## src/rtl/timer_pkg.sv

```systemverilog
// -----------------------------------------------------------------------------
// timer_pkg
// Shared definitions for the kitchen-timer / stopwatch core:
//   - timer_state_e : control FSM states
//   - SEC_MAX       : last value of the seconds field
//   - field widths and the default prescaler ratio
//   - preset_minutes: converts the 3-bit TimeControl code to a minute count
// -----------------------------------------------------------------------------
package timer_pkg;

    typedef enum logic [1:0] {
        IDLE  = 2'd0,
        RUN   = 2'd1,
        PAUSE = 2'd2,
        DONE  = 2'd3
    } timer_state_e;

    localparam int SEC_MAX              = 59;
    localparam int CLKS_PER_SEC_DEFAULT = 1;
    localparam int SEC_W                = 6;
    localparam int MIN_W                = 4;

    // TimeControl encodes minutes-minus-one, so 3'b000 means one minute.
    function automatic logic [MIN_W-1:0] preset_minutes(input logic [2:0] tc);
        return {1'b0, tc} + 4'd1;
    endfunction

endpackage

```

## src/rtl/tick_gen.sv

```systemverilog
// -----------------------------------------------------------------------------
// tick_gen
// One-second prescaler. Counts 0..CLKS_PER_SEC-1 while enabled, holds its
// value while disabled, and returns to zero on clear.
// Ports:
//   clk    - system clock
//   rst    - asynchronous active-high reset
//   enable - advance the prescaler this cycle
//   clear  - synchronous return to zero (has priority over enable)
//   tick   - high on the enabled cycle in which the count wraps
// -----------------------------------------------------------------------------
module tick_gen
    import timer_pkg::*;
#(
    parameter int CLKS_PER_SEC = CLKS_PER_SEC_DEFAULT
) (
    input  logic clk,
    input  logic rst,
    input  logic enable,
    input  logic clear,
    output logic tick
);

    localparam int CNT_W = (CLKS_PER_SEC > 1) ? $clog2(CLKS_PER_SEC) : 1;
    localparam logic [CNT_W-1:0] CNT_LAST = CNT_W'(CLKS_PER_SEC - 1);

    logic [CNT_W-1:0] cnt_r;
    logic             wrap_s;

    assign wrap_s = (cnt_r == CNT_LAST);

    // The tick must coincide with the wrapping cycle so the time counters
    // advance in the same clock as the prescaler rolls over; hence the
    // output is decoded from the count rather than registered again.
    assign tick = enable & wrap_s;

    // Prescaler count register.
    always_ff @(posedge clk or posedge rst) begin
        if (rst) begin
            cnt_r <= '0;
        end else if (clear) begin
            cnt_r <= '0;
        end else if (enable) begin
            if (wrap_s) begin
                cnt_r <= '0;
            end else begin
                cnt_r <= cnt_r + CNT_W'(1);
            end
        end else begin
            cnt_r <= cnt_r;
        end
    end

endmodule

```

## src/rtl/timer_core_logic.sv

```systemverilog
// -----------------------------------------------------------------------------
// timer_core_logic
// Countdown timer / count-up stopwatch with a single start/stop pushbutton.
// Ports:
//   clk          - system clock, all state changes on the rising edge
//   rst          - asynchronous active-high reset
//   StartStop    - pushbutton, active-low (0 = pressed), asynchronous
//   ModeSel      - 0 = countdown timer, 1 = count-up stopwatch
//   TimeControl  - preset minutes minus one (000 = 1 min ... 111 = 8 min)
//   LSBbinaryout - seconds field, binary 0..59 (upper bits zero)
//   MSBbinaryout - minutes field, binary 0..8  (upper bits zero)
//   StopLED      - 1 whenever the count is not advancing
// -----------------------------------------------------------------------------
module timer_core_logic
    import timer_pkg::*;
#(
    parameter int CLKS_PER_SEC = CLKS_PER_SEC_DEFAULT
) (
    input  logic       clk,
    input  logic       rst,
    input  logic       StartStop,
    input  logic       ModeSel,
    input  logic [2:0] TimeControl,
    output logic [7:0] LSBbinaryout,
    output logic [7:0] MSBbinaryout,
    output logic       StopLED
);

    // ---------------------------------------------------------------------
    // Pushbutton synchronizer and press detector
    // ---------------------------------------------------------------------
    logic ss_meta_r;
    logic ss_sync_r;
    logic ss_prev_r;
    logic press_s;

    // The flops clear to 0 (the "pressed" level) so that a button already
    // held down across reset release cannot look like a fresh 1->0 edge;
    // the button must first be seen released.
    always_ff @(posedge clk or posedge rst) begin
        if (rst) begin
            ss_meta_r <= 1'b0;
            ss_sync_r <= 1'b0;
            ss_prev_r <= 1'b0;
        end else begin
            ss_meta_r <= StartStop;
            ss_sync_r <= ss_meta_r;
            ss_prev_r <= ss_sync_r;
        end
    end

    // One-cycle pulse on the released->pressed transition only.
    assign press_s = ss_prev_r & ~ss_sync_r;

    // ---------------------------------------------------------------------
    // Control FSM, time counters and prescaler hookup
    // ---------------------------------------------------------------------
    timer_state_e     state_r;
    timer_state_e     state_nxt_s;
    logic             start_s;
    logic             tick_s;
    logic             run_s;

    logic             mode_r;
    logic [MIN_W-1:0] limit_min_r;
    logic [MIN_W-1:0] min_r;
    logic [SEC_W-1:0] sec_r;

    logic [MIN_W-1:0] min_nxt_s;
    logic [SEC_W-1:0] sec_nxt_s;
    logic             limit_hit_s;

    logic [MIN_W-1:0] preset_min_s;
    logic [MIN_W-1:0] idle_min_s;
    logic [MIN_W-1:0] min_disp_s;
    logic [SEC_W-1:0] sec_disp_s;

    logic             stop_led_r;

    assign run_s        = (state_r == RUN);
    assign preset_min_s = preset_minutes(TimeControl);
    assign idle_min_s   = ModeSel ? 4'd0 : preset_min_s;

    tick_gen #(
        .CLKS_PER_SEC (CLKS_PER_SEC)
    ) u_tick_gen (
        .clk    (clk),
        .rst    (rst),
        .enable (run_s),
        .clear  (start_s),
        .tick   (tick_s)
    );

    // Next time value for one tick, plus detection of the end-of-count value.
    // Both directions saturate at their end point so a field can never leave
    // its legal range even if a tick were to arrive there.
    always_comb begin
        min_nxt_s   = min_r;
        sec_nxt_s   = sec_r;
        limit_hit_s = 1'b0;
        if (mode_r == 1'b0) begin
            if ((min_r == 4'd0) && (sec_r == 6'd0)) begin
                min_nxt_s = min_r;
                sec_nxt_s = sec_r;
            end else if (sec_r == 6'd0) begin
                sec_nxt_s = 6'(SEC_MAX);
                min_nxt_s = min_r - 4'd1;
            end else begin
                sec_nxt_s = sec_r - 6'd1;
            end
            limit_hit_s = (min_nxt_s == 4'd0) && (sec_nxt_s == 6'd0);
        end else begin
            if ((min_r == limit_min_r) && (sec_r == 6'd0)) begin
                min_nxt_s = min_r;
                sec_nxt_s = sec_r;
            end else if (sec_r == 6'(SEC_MAX)) begin
                sec_nxt_s = 6'd0;
                min_nxt_s = min_r + 4'd1;
            end else begin
                sec_nxt_s = sec_r + 6'd1;
            end
            limit_hit_s = (min_nxt_s == limit_min_r) && (sec_nxt_s == 6'd0);
        end
    end

    // FSM next-state decode. In RUN the tick is applied before the press is
    // considered, and reaching the end of count overrides a simultaneous
    // press (DONE wins over PAUSE).
    always_comb begin
        state_nxt_s = state_r;
        start_s     = 1'b0;
        case (state_r)
            IDLE: begin
                if (press_s) begin
                    state_nxt_s = RUN;
                    start_s     = 1'b1;
                end else begin
                    state_nxt_s = IDLE;
                end
            end
            RUN: begin
                if (tick_s && limit_hit_s) begin
                    state_nxt_s = DONE;
                end else if (press_s) begin
                    state_nxt_s = PAUSE;
                end else begin
                    state_nxt_s = RUN;
                end
            end
            PAUSE: begin
                if (press_s) begin
                    state_nxt_s = RUN;
                end else begin
                    state_nxt_s = PAUSE;
                end
            end
            DONE: begin
                state_nxt_s = DONE;
            end
            default: begin
                state_nxt_s = IDLE;
            end
        endcase
    end

    // State register and the registered stop indicator derived from it.
    always_ff @(posedge clk or posedge rst) begin
        if (rst) begin
            state_r    <= IDLE;
            stop_led_r <= 1'b1;
        end else begin
            state_r    <= state_nxt_s;
            stop_led_r <= (state_nxt_s != RUN);
        end
    end

    // Time counters. Mode and limit are captured when leaving IDLE so that
    // later switch changes have no effect until the next reset.
    always_ff @(posedge clk or posedge rst) begin
        if (rst) begin
            mode_r      <= 1'b0;
            limit_min_r <= 4'd1;
            min_r       <= 4'd0;
            sec_r       <= 6'd0;
        end else if (start_s) begin
            mode_r      <= ModeSel;
            limit_min_r <= preset_min_s;
            min_r       <= idle_min_s;
            sec_r       <= 6'd0;
        end else if (run_s && tick_s) begin
            min_r       <= min_nxt_s;
            sec_r       <= sec_nxt_s;
        end else begin
            min_r       <= min_r;
            sec_r       <= sec_r;
        end
    end

    // Display selection: IDLE (including while in reset) follows the
    // switches directly; every other state shows the running counters.
    always_comb begin
        if (state_r == IDLE) begin
            min_disp_s = idle_min_s;
            sec_disp_s = 6'd0;
        end else begin
            min_disp_s = min_r;
            sec_disp_s = sec_r;
        end
    end

    assign LSBbinaryout = {2'b00, sec_disp_s};
    assign MSBbinaryout = {4'b0000, min_disp_s};
    assign StopLED      = stop_led_r;

endmodule

```

## config.mk

```make
export PLATFORM = sky130hd
export DESIGN_NAME = timer_core_logic
export DESIGN_NICKNAME = d
export VERILOG_FILES = /design/src/rtl/timer_pkg.sv /design/src/rtl/tick_gen.sv /design/src/rtl/timer_core_logic.sv
export SDC_FILE = /design/constraint.sdc
export NUM_CORES = 1
export LEC_CHECK = 0
export CORE_MARGIN = 2
export CORE_UTILIZATION = 45
export DETAILED_ROUTE_END_ITERATION = 10
export GPL_TIMING_DRIVEN = 1
export PLACE_DENSITY = 0.72
export REMOVE_ABC_BUFFERS = 1
export SLEW_MARGIN = 20
export SYNTH_ARGS = -nofsm -noshare
export SYNTH_HDL_FRONTEND = slang
export SYNTH_HIERARCHICAL = 1
export SYNTH_SLANG_ARGS = --single-unit
export TNS_END_PERCENT = 20
```

## constraint.sdc

```tcl
create_clock -name clk -period 5 [get_ports clk]
set_input_delay 1 -clock clk [delete_from_list [all_inputs] [get_ports clk]]
set_output_delay 1 -clock clk [all_outputs]
set_load 0.1 [all_outputs]
```

# Yosys cells after proc, flatten, opt, wreduce, memory -nomap -nowiden
# Cells that the tools add are included.
[word_totals]
register_bits = 22
inputBits = 7
output_inout_bits = 17
elab_cells = 73
[op_classes]
add_sub_neg = 6
n_eq_ne = 7
mux = 32
bitwise_logic = 4
n_reduce_logical = 14
[op_table]
columns = ["cell", "n"]
rows = [
  ["$mux W6", 10],
  ["$mux W4", 11],
  ["$logic_not A6 Y1", 3],
  ["$eq A4 B4 Y1", 2],
  ["$logic_not A4 Y1", 2],
  ["$pmux W2 S4", 1],
  ["$mux W1", 7],
  ["$add A6 B1 Y6 const B", 1],
  ["$eq A6 B6 Y1 const B", 1],
  ["$logic_and A1 B1 Y1", 6],
  ["$mux W2", 3],
  ["$sub A6 B1 Y6 const B", 1],
  ["$add A3 B1 Y4 const B", 1],
  ["$add A4 B1 Y4 const B", 1],
  ["$eq A2 B2 Y1 const B", 2],
  ["$reduce_bool A2 Y1", 2],
  ["$sub A4 B1 Y4 const B", 1],
  ["$and A1 B1 Y1", 2],
  ["$eq A2 B1 Y1 const B", 1],
  ["$logic_not A2 Y1", 1],
  ["$ne A2 B1 Y1 const B", 1],
  ["$not A1 Y1", 2],
  ["$add A1 B1 Y1 const B", 1],
]

# Longest topological paths before layout
[depth]
depth_word = 11
ltp_mapped = 9
mapped_depth_nobuf = 8

# Modules after synthesis
# Netlist, hierarchy kept.
[modules_own_cells]
columns = ["mod", "n_inst", "cells_per_inst", "area_each_um2", "seq_area_each_um2"]
rows = [
  ["timer_core_logic", 1, 242, 1815.5, 528.0],
  ["tick_gen", 1, 1, 7.5, 0.0],
]

# Worst setup path before layout
# Ideal clock, no wire load.
[synth_path]
path_type = "input port to output port"
from = "input port TimeControl[0]"
to = "output port MSBbinaryout[2]"
arrival_ns = 3.575
required_time_ns = 4.000
path_slack_ns = 0.425
stages = 3
n_path_buf = 0
path_cell_list = "ha_1 > xnor2_1 > o31ai_1"
[synth_between]
elab_chain_len = 3
[synth_lines]
columns = ["item", "line_no", "rtl"]
rows = [
  ["start, declared", "timer_core_logic.sv:23", "input logic [2:0] TimeControl,"],
  ["$add A3 B1 Y4", "timer_pkg.sv:25", "return {1'b0, tc} + 4'd1;"],
  ["$mux W4", "timer_core_logic.sv:82", "assign idle_min_s = ModeSel ? 4'd0 : preset_min_s;"],
  ["$mux W4", "timer_core_logic.sv:202", "if (state_r == IDLE) begin"],
  ["end, declared", "timer_core_logic.sv:25", "output logic [7:0] MSBbinaryout,"],
]
# Every way passes these cells.

# Worst setup path in the final report
[layout_path]
from = "input port TimeControl[0]"
to = "output port MSBbinaryout[3]"
# The elaborated chain is that of the path after synthesis.

==> summary by stage <==
Setup path
The longest individual stage delay on the worst path is 0.53 ns. STA classifies the critical path endpoint as an output pin. Data on the critical path is required at its endpoint by 4.00 ns. STA classifies the critical path startpoint as an input port.

The startpoint identified for the worst register-to-register timing path is sec_r[0]. Along the worst path, the maximum fanout reaches 4. Together, buffers and inverters on the worst path number 2. Data arrives at the worst endpoint at 2.40 ns. The depth of the most critical reg-to-reg path is 7. The total number of cells along the worst setup path is 5.

Tracing the worst setup path back leads to its startpoint at TimeControl[0]. The master of the slowest instance on the critical path is clkdlybuf4s50_1. The kind of critical path is in -> out. The worst setup path endpoint is MSBbinaryout[3]. The critical path's top delay family is buffers and inverters.

The capture instance of the worst register-to-register path is state_r[1]. The internal reg-to-reg setup slack is 2.07 ns. Walking the worst path, the cells encountered are clkdlybuf4s50_1 > nand3_1 > or3_1 > o21ai_0 > buf_4.

Drt
The vias per cell is 5.820. The average detailed-routed wire length per instance is 15.27 um. The total via count after detailed routing is 1711. For this run, design rule violations remaining after detail routing come to 0. For this block, the routed nets add up to 4488 um of wire. The count of routing violations after the opening detailed-route iteration is 118. The number of nets with antenna violations after detailed routing is 0. The first detailed-routing pass ran for 4 iterations.

GRT
The remaining global-route overflow is 0. The number of global-route vias before repair is 1542. The number of antenna violations at the first check in global routing was 0. The global-route wire length before repair is 7486 um. Entering global routing, the biggest net connects 22 pins. The overall fraction of global-route tracks in use is 21.67%.

Clock network
The count of hold-fix buffers inserted at cts is 0. The CTS buffer count is 3. The number of instances resized during post-cts repair is 0. The root cell of the clock tree is clkbuf_8.

CTS built an H-tree with a depth of 1. Post-CTS timing repair inserted 0 buffers for setup. The clock tree from TritonCTS is done. The clock transition time at the flip-flop clock pins of the worst setup and hold paths is 0.08 ns. The clock reaches the later pin of the worst-skew pair after 0.26 ns. For this design, the sink count on the clock tree is 21. No sink is reached through more buffers than the 2 on the longest clock path.

Floorplan
The number of rows in the core area is 23. The die is 67.65 um tall. The top-level port count is 24. The chip width is 67.65 um. The area of the core is 3943 um^2. The starting utilization of the core area is 46.24%. The die covers 4577 um^2.

Logic synthesis
By area the synthesized netlist is led by dfrtp_1 26%, nand2_1 6.4%, o21ai_0 5.5%. The share of flip-flops with an asynchronous set or reset after synthesis is 100.0%. In the synthesized netlist the dominant register cell turns out to be dfrtp_1. The portion of the post-synthesis area used by sequential elements is 28.96%. The cell type contributing the most total cell area after synthesis is dfrtp_1. Counting every instance in the synthesized netlist gives 243. The leading cell type by number of instances after synthesis is nand2_1.

The synthesized design contains 0 enable-type register cells. The synthesized design contains 21 register bits. The count of cell types in the netlist is 54. The number of synthesis warnings is 6. The average cell area after synthesis is 7.502 um^2.

The commonest cells after synthesis are 31 x nand2_1, 21 x nor2_1, 20 x o21ai_0. The top cell type by area accounts for 26.08% of the synthesized area. The total standard cell area after synthesis is 1823 um^2.

Status
The flow ran to the end, and the final reports show no timing, DRC or antenna violations.

Timing
The count of pins over their slew limit is 0. The hold violation total from the final report is 0. The post-route clock skew is 0.003875 ns. The relative slew slack is 35.13%. Setup total negative slack on the finished layout was measured at 0 ns. The final critical-path share of the clock period is 67.98%. Once routing completed, OpenROAD measured the worst setup slack at 1.601 ns.

For the pin with the worst max-slew slack, the measured transition is 0.9701 ns. The final count of negative-setup-slack endpoints is 0. The final period demand of the worst path is 3.399 ns. Static timing analysis puts the maximum clock frequency at 294.2 MHz. Setup repair after global routing left no endpoint under its margin.

Layout
The filler cell count is 384. The count of antenna diodes in the layout is 0. In the final layout, the share of cells above drive strength 1 is 6.967%. After the last flow step, the layout net total stands at 258. Compared with the post-synthesis result, the final layout area differs by 8.373%.

Place
After legalization and detailed placement, the total HPWL measured 3239 um. The weighted congestion at the end of routability-driven global placement is 0.9193. The count of input and output buffers is 17. Prior to clock tree synthesis, the placed netlist has a worst setup slack of 1.612 ns.

Min path
The type of the worst min-delay path is reg -> reg.

Run
Across the run, the number of max-cap violations was 0.
==> placed cells by master (no fill, tap or decap), drive strengths merged, types with 11 or more instances in the layout <==
cell type	instances
a21oi	12
clkdlybuf4s50	13
dfrtp	19
inv	11
nand2	31
nor2	22
nor3	12
o21ai	20
==> cell families (layout without fill, tap and decap cells) <==
logic type	Yosys count	in the layout	synth area share, %
mux	4	4	2.265
fa+ha+maj	6	6	4.118
xor+xnor	11	11	5.285
other cells	1	6	0.2057
flops	21	21	28.96
simple gates	103	103	28.28
buf+inv	37	33	9.883
compound gates	60	60	21.00
==> final cells by class <==
cell class	count	area (um^2)	area share [%]
flip-flops and latches	21	528.0	26.73
well taps	50	62.56	3.167
clock buffers	3	41.29	2.090
clock inverters	1	5.005	0.2533
repair buffers	17	160.2	8.106
inverters	12	45.04	2.280
multi-input cells	190	1134	57.38
==> layer usage <==
layer / up-vias / global-route usage [%] / share of wire [%]
met5: - / 0 / 0
met4: 0 / 7.143 / 1.5
met3: 6 / 1.667 / 3.5
met2: 53 / 32.48 / 46
met1: 810 / 32.61 / 49
li1: 842 / - / -
==> stage by stage <==
step                hold WS, ns  instance area, um^2  cells  utilization (%)
finish                   0.3612                 1976    294            50.11
global route             0.3707                 1976    294            50.11
CTS                      0.3646                 1976    294            50.11
detailed placement       0.3357                 1929    290            48.94
global placement         0.3414                 1929    290            48.94
floorplan                0.3312                 1707    223                -
==> state kept, by name (all words and copies together) (netlist names) <==
register / flops
StopLED: 1
ss_prev_r: 1
state_r: 2
ss_sync_r: 1
limit_min_r: 4
mode_r: 1
sec_r: 6
min_r: 4
ss_meta_r: 1
==> how the worst min path moves through the flow <==
| stage | start | endpoint | cells after the start |
|---|---|---|---|
| 6_report | ss_meta_r | ss_sync_r | 0 |
| 3_5_place_dp | ss_meta_r | ss_sync_r | 0 |
| 4_1_cts | ss_meta_r | ss_sync_r | 0 |
| 3_3_place_gp | ss_meta_r | ss_sync_r | 0 |
| 2_1_floorplan | ss_meta_r | ss_sync_r | 0 |
| 5_1_grt | ss_meta_r | ss_sync_r | 0 |
Power is left out: the tool's default activity adds up to more than one toggle a clock period on the data nets, which glitch-free logic cannot reach.
